File: src/rtl/uart_tx_arbiter_if.sv
// Requester-side and transmitter-side signals of the shared UART TX arbiter.
// The arbiter connects through the slave modport; the producer/transmitter side uses master.
interface uart_tx_arbiter_if #(
  parameter int NREQ = 4,
  parameter int IDW  = 2
) ();
  logic [NREQ-1:0]   req;
  logic [NREQ*8-1:0] data_in;
  logic [NREQ-1:0]   lock;
  logic              tx_busy;
  logic              tx_done;
  logic              tx_start;
  logic [7:0]        tx_data;
  logic [NREQ-1:0]   ack;
  logic [IDW-1:0]    grant_id;
  logic              busy;
  logic              err;

  modport master (
    output req, data_in, lock, tx_busy, tx_done,
    input  tx_start, tx_data, ack, grant_id, busy, err
  );

  modport slave (
    input  req, data_in, lock, tx_busy, tx_done,
    output tx_start, tx_data, ack, grant_id, busy, err
  );
endinterface

File: src/rtl/uart_tx_arbiter.sv
// Round-robin, per-byte arbiter sharing one 8N1 UART transmitter among NREQ requesters.
// Optional macro UART_ARB_LOCK_EN: a locked winner keeps the link for consecutive bytes.
module uart_tx_arbiter #(
  parameter int NREQ    = 4,
  parameter int IDW     = 2,
  parameter int TIMEOUT = 8191
) (
  input logic              clk,
  input logic              reset,
  uart_tx_arbiter_if.slave bus
);

  localparam logic [1:0] IDLE      = 2'd0;
  localparam logic [1:0] LAUNCH    = 2'd1;
  localparam logic [1:0] WAIT_DONE = 2'd2;

  localparam int WDW = $clog2(TIMEOUT + 1);

  logic [1:0]     state;
  logic [IDW-1:0] rr_ptr;
  logic [WDW-1:0] watchdog;

  logic [7:0]     bytes [NREQ];
  logic           found;
  logic [IDW-1:0] pick;
  logic [IDW-1:0] cand;
  int             idx;

  for (genvar g = 0; g < NREQ; g++) begin : g_bytes
    assign bytes[g] = bus.data_in[8*g +: 8];
  end

  function automatic logic [NREQ-1:0] one_hot(input logic [IDW-1:0] i);
    one_hot    = '0;
    one_hot[i] = 1'b1;
  endfunction

  // Scan starts just after the last winner, so the last winner has lowest priority.
  always_comb begin
    // NOTE: every variable gets a default before any conditional write so no latch is inferred.
    found = 1'b0;
    pick  = '0;
    cand  = '0;
    idx   = 0;
    for (int k = 1; k <= NREQ; k++) begin
      idx  = (int'(rr_ptr) + k) % NREQ;
      cand = IDW'(idx);
      if (!found && bus.req[cand]) begin
        found = 1'b1;
        pick  = cand;
      end
    end
  end

  // tx_start and ack are registered on the edge that enters LAUNCH, so they are
  // high for exactly the LAUNCH cycle and a reset edge suppresses them cleanly.
  always_ff @(posedge clk) begin
    // NOTE: sequential state uses non-blocking assignments so every register samples pre-edge values.
    if (reset) begin
      state        <= IDLE;
      rr_ptr       <= IDW'(NREQ - 1);
      watchdog     <= '0;
      bus.tx_start <= 1'b0;
      bus.tx_data  <= '0;
      bus.ack      <= '0;
      bus.grant_id <= '0;
      bus.busy     <= 1'b0;
      bus.err      <= 1'b0;
    end else begin
      bus.tx_start <= 1'b0;
      bus.ack      <= '0;
      case (state)
        IDLE: begin
          if (!bus.tx_busy && found) begin
            bus.tx_data  <= bytes[pick];
            bus.grant_id <= pick;
            rr_ptr       <= pick;
            bus.tx_start <= 1'b1;
            bus.ack      <= one_hot(pick);
            bus.busy     <= 1'b1;
            state        <= LAUNCH;
          end
        end

        LAUNCH: begin
          watchdog <= '0;
          state    <= WAIT_DONE;
        end

        WAIT_DONE: begin
          watchdog <= watchdog + 1'b1;
          if (bus.tx_done) begin
`ifdef UART_ARB_LOCK_EN
            if (bus.lock[bus.grant_id] && bus.req[bus.grant_id]) begin
              // Locked frame continues: same winner, rr_ptr untouched.
              bus.tx_data  <= bytes[bus.grant_id];
              bus.tx_start <= 1'b1;
              bus.ack      <= one_hot(bus.grant_id);
              state        <= LAUNCH;
            end else begin
              bus.busy <= 1'b0;
              state    <= IDLE;
            end
`else
            bus.busy <= 1'b0;
            state    <= IDLE;
`endif
          end else if (watchdog == WDW'(TIMEOUT - 1)) begin
            bus.err  <= 1'b1;
            bus.busy <= 1'b0;
            state    <= IDLE;
          end
        end

        default: begin
          bus.busy <= 1'b0;
          state    <= IDLE;
        end
      endcase
    end
  end

endmodule

File: src/flat_wrapper.sv
// flat-port wrapper written by rule: the top's interface ports become plain ports
module uart_tx_arbiter_flat 
#(
  parameter int NREQ    = 4,
  parameter int IDW     = 2,
  parameter int TIMEOUT = 8191
)
  (clk, reset, bus_req, bus_data_in, bus_lock, bus_tx_busy, bus_tx_done, bus_tx_start, bus_tx_data, bus_ack, bus_grant_id, bus_busy, bus_err);
  uart_tx_arbiter_if #(.NREQ(NREQ), .IDW(IDW)) bus_i ();
  input logic clk;
  input logic reset;
  input wire logic [$bits(bus_i.req)-1:0] bus_req;
  input wire logic [$bits(bus_i.data_in)-1:0] bus_data_in;
  input wire logic [$bits(bus_i.lock)-1:0] bus_lock;
  input wire logic [$bits(bus_i.tx_busy)-1:0] bus_tx_busy;
  input wire logic [$bits(bus_i.tx_done)-1:0] bus_tx_done;
  output wire logic [$bits(bus_i.tx_start)-1:0] bus_tx_start;
  output wire logic [$bits(bus_i.tx_data)-1:0] bus_tx_data;
  output wire logic [$bits(bus_i.ack)-1:0] bus_ack;
  output wire logic [$bits(bus_i.grant_id)-1:0] bus_grant_id;
  output wire logic [$bits(bus_i.busy)-1:0] bus_busy;
  output wire logic [$bits(bus_i.err)-1:0] bus_err;
  assign bus_i.req = bus_req;
  assign bus_i.data_in = bus_data_in;
  assign bus_i.lock = bus_lock;
  assign bus_i.tx_busy = bus_tx_busy;
  assign bus_i.tx_done = bus_tx_done;
  assign bus_tx_start = bus_i.tx_start;
  assign bus_tx_data = bus_i.tx_data;
  assign bus_ack = bus_i.ack;
  assign bus_grant_id = bus_i.grant_id;
  assign bus_busy = bus_i.busy;
  assign bus_err = bus_i.err;
  uart_tx_arbiter #(.NREQ(NREQ), .IDW(IDW), .TIMEOUT(TIMEOUT)) u_core (.clk(clk), .reset(reset), .bus(bus_i));
endmodule
File: config.mk
export PLATFORM = sky130hd
export DESIGN_NAME = uart_tx_arbiter_flat
export DESIGN_NICKNAME = d
export VERILOG_FILES = /design/src/rtl/uart_tx_arbiter_if.sv /design/src/rtl/uart_tx_arbiter.sv /design/src/flat_wrapper.sv
export SDC_FILE = /design/constraint.sdc
export NUM_CORES = 1
export LEC_CHECK = 0
export ABC_CLOCK_PERIOD_IN_PS = 2300
export CORE_ASPECT_RATIO = 1.25
export CORE_MARGIN = 5
export CORE_UTILIZATION = 49
export DETAILED_ROUTE_END_ITERATION = 8
export PLACE_DENSITY_LB_ADDON = 0.25
export SYNTH_ARGS = -nofsm -noshare
export SYNTH_HDL_FRONTEND = slang
export SYNTH_SLANG_ARGS = --single-unit
File: constraint.sdc
create_clock -name clk -period 2.3 [get_ports clk]
set_input_delay 0.23 -clock clk [delete_from_list [all_inputs] [get_ports clk]]
set_output_delay 0.23 -clock clk [all_outputs]
set_load 0.05 [all_outputs]
==> summary.txt <==
Timing
  • Final Hold Fails: 0
  • Setup TNS: 0 ps
  • Fin crit share: 79.1%
  • Final setup fails: 0
  • Worst-Margin Slew: 655 ps
  • Slew Limit Fails: 0
  • Clock Skews: 9.59 ps
  • Tmin final: 1820 ps
  • RSZ-0062 raised after global routing: no
  • Slew HR: 56.1%
  • Highest clock rate: 550 MHz

Power
  • Flop pwr share: 40.7%
  • Sw Share: 32.0%
  • Logic pwr share: 31.4%
  • Leak: 0.934 nW
  • Sw Pwr: 0.517 mW
  • Post-route total power: 1.61 mW
  • Cell Int Power: 1.10 mW
  • Clock power frac: 27.9%
  • PwrDens: 653 mW/mm^2
  • VDD IR-drop max: 0.000618 V

Worst setup path
  • CP max stage cell: ha_1
  • CP Launch Point: u_core.state[0]
  • Startpoint types: flop
  • Worst R2R Path Depth: 7
  • Peak fanout along the critical path: 7
  • Reg2reg setup slack: 480 ps
  • Critical Path RT: 2480 ps
  • CP Capture Type: flop
  • Kind of cell adding the most delay to the critical path: simple AND/OR/NAND/NOR gates
  • Crit Reg-Reg Startpoint: u_core.state[0]
  • R2r endpoint: u_core.watchdog[10]
  • Crit path buf inv count: 1
  • Critical path's largest stage delay: 390 ps
  • CP Cell Sequence: inv_1 > ha_1 > nand4_1 > nor3_1 > nand3_1 > xor2_1 > nor2_1
  • CP arrival: 2000 ps
  • WS Path Type: reg2reg

Layout
  • Ant diodes: 0
  • Post-route core utilization: 70.4%
  • Most common cell after layout, fill and taps aside: clkdlybuf4s50_1
  • Final net count: 307
  • Top library cells by usage in the layout, fill and taps aside: clkdlybuf4s50_1, dfxtp_1, nor2_1
  • Non-filler cells in the finished layout: 298
  • Fillers: 287
  • Area Overhead vs Synth: 38.3%
  • Layout cell share with drive strength beyond 1: 8.11%

Logic synthesis
  • Largest area contributor in the netlist: dfxtp_1
  • Post-synth EDFFs: 0
  • Leading post-synthesis cells by cell area: dfxtp_1, mux2i_1, nor2_1
  • Yosys cell types: 40
  • Yosys warns: 0
  • Flops & latches, synth: 34
  • Synth Instances: 198
  • Post-synth top area share: 38.1%
  • Synthesized Nets: 247
  • Post-Syn Area: 0.00179 mm^2
  • Post-synthesis area per instance: 9.03 um^2
  • Prevailing post-synth register cell: dfxtp_1
  • Fraction of registers with async set or reset after synthesis: 0%
  • Sequential share of the synthesized area: 38.1%

Detailed routing
  • Detail Route Antenna Nets: 0
  • Iter 0 DRT Violations: 57
  • DRC Markers: 0
  • Pre-Repair DR Iteration Count: 4
  • Vias per std cell: 5.57
  • Vias post-DR: 1660
  • Total Wirelength: 4.35 mm
  • Avg WL per Cell: 14.6 um

Global route
  • Pin count of the biggest net entering global routing: 14
  • GR Layer Usage met3: 4.77%
  • Grt ovf: 0
  • First-pass GRT wire length: 7.40 mm
  • Antenna violations before repair: 0
  • Grt peak-use layer: met2
  • M1 GR Usage: 21.7%
  • GRT Overall Usage: 18.2%
  • Met2 usage: 30.0%
  • Vias in the first global route: 1660

Hold path
  • HP Class: reg2reg
  • HP Start: u_core.bus.err
  • Hold Path End: u_core.bus.err
  • Hold path cells: 1

Placement
  • Port bufs: 56
  • Routability congestion estimate: 0.780
  • Placed cells: 290
  • Post-DP HPWL: 3.36 mm

Clock tree
  • Clock Sinks: 34
  • Clock insertion delay at the later pin of the skew report: 280 ps
  • PostCTS Resize Cnt: 0
  • Clk root buf: clkbuf_8
  • Clk buf depth: 2
  • Hold_buf cts: 0
  • Reg clk slew, reported paths: 70 ps
  • H-tree Lvls: 2
  • Num CTS Buffers: 5
  • CTS tree: done
  • Setup Buffers After CTS: 0

Die
  • I/O pin count: 61
  • Die width: 64.0 um
  • Core footprint: 0.00351 mm^2
  • Starting density of the core: 50.9%
  • Die H: 77.5 um
  • Standard-cell row count: 24
  • Die footprint: 0.00496 mm^2

Flow run
  • Max cap viols: 0

Status
  • Status: complete, no violations
==> final cells by class <==
| class | instances | area (um^2) | share of cell area (%) |
|---|---|---|---|
| Multi-Input combinational cell | 148 | 1020 | 41.4 |
| Clock buffer | 7 | 86.3 | 3.49 |
| Tap cell | 39 | 48.8 | 1.97 |
| Inverter | 8 | 30.0 | 1.21 |
| Clock inverter | 1 | 5.00 | 0.202 |
| Sequential cell | 34 | 681 | 27.5 |
| Timing Repair Buffer | 61 | 598 | 24.2 |
==> per-stage QoR <==
step | hold WS (ps) | cell area [um^2] | setup slack, ps
floorplan | 374 | 1790 | 712
global placement | 454 | 2380 | 243
detailed placement | 459 | 2380 | 197
CTS | 479 | 2470 | 477
global route | 515 | 2470 | 321
finish | 481 | 2470 | 481
==> synthesized netlist by cell type (2+ instances only) <==
| master | count |
|---|---|
| nand3_1 | 6 |
| ha_1 | 5 |
| nor4_1 | 2 |
| nor2_1 | 24 |
| xor2_1 | 7 |
| nand2_1 | 16 |
| nor3_1 | 5 |
| dfxtp_1 | 34 |
| and2_1 | 3 |
| nor3b_1 | 2 |
| buf_6 | 3 |
| clkbuf_1 | 4 |
| and3_1 | 4 |
| o2bb2ai_1 | 8 |
| o21ai_0 | 4 |
| nand4_1 | 3 |
| mux2i_1 | 9 |
| a21oi_1 | 6 |
| a22o_1 | 2 |
| a221o_1 | 8 |
| xnor2_1 | 4 |
| inv_1 | 8 |
| nand2b_1 | 3 |
| a211oi_2 | 2 |
| o21a_1 | 11 |
==> worst max-delay path by stage <==
stage | end | slack [ps] | depth (start not counted)
finish | u_core.watchdog[10] | 480 | 7
CTS | u_core.bus.tx_data[1] | 480 | 6
floorplan | u_core.watchdog[10] | 710 | 7
detailed placement | u_core.bus.tx_data[1] | 200 | 6
global route | u_core.watchdog[10] | 320 | 7
global placement | u_core.bus.tx_data[0] | 240 | 6
==> logic make-up (layout without fill, tap and decap cells) <==
kind of cell	count (synthesis)	count (layout)	synth area share [%]
adder cells (fa/ha/maj)	5	5	3.50
AO/OA/AOI/OAI	48	48	22.1
multiplexers	9	9	5.04
buffers and inverters	16	77	4.69
AND/OR/NAND/NOR	75	75	21.2
flip-flops	34	34	38.1
XOR/XNOR	11	11	5.39
==> per-layer routing <==
metal | vias to the layer above | part of all wire, %
met3 | 10 | 6.6
met1 | 767 | 41
met2 | 52 | 50
met5 | - | 0
met4 | 0 | 2.0
li1 | 831 | -
==> flip-flops by register name, summed over array words and instances (netlist names) <==
| name | flops |
|---|---|
| u_core.bus.busy | 1 |
| u_core.state | 2 |
| u_core.bus.tx_start | 1 |
| u_core.rr_ptr | 2 |
| u_core.bus.err | 1 |
| u_core.bus.ack | 4 |
| u_core.bus.tx_data | 8 |
| u_core.bus.grant_id | 2 |
| u_core.watchdog | 13 |
==> power groups by stage <==
stage               sequential, mW  combinational [mW]  clock (mW)
floorplan                    0.780               0.219           0
global placement             0.670               0.502           0
detailed placement           0.671               0.509           0
CTS                          0.658               0.511       0.461
global route                 0.665               0.543       0.495
finish                       0.658               0.506       0.450
==> worst reg2reg max path, cell delays in order (launching register included) <==
cell and delay, ps:
dfxtp_1 360, inv_1 80, ha_1 390, nand4_1 170
nor3_1 360, nand3_1 150, xor2_1 160, nor2_1 60
Power figures use the tool's default switching activity.
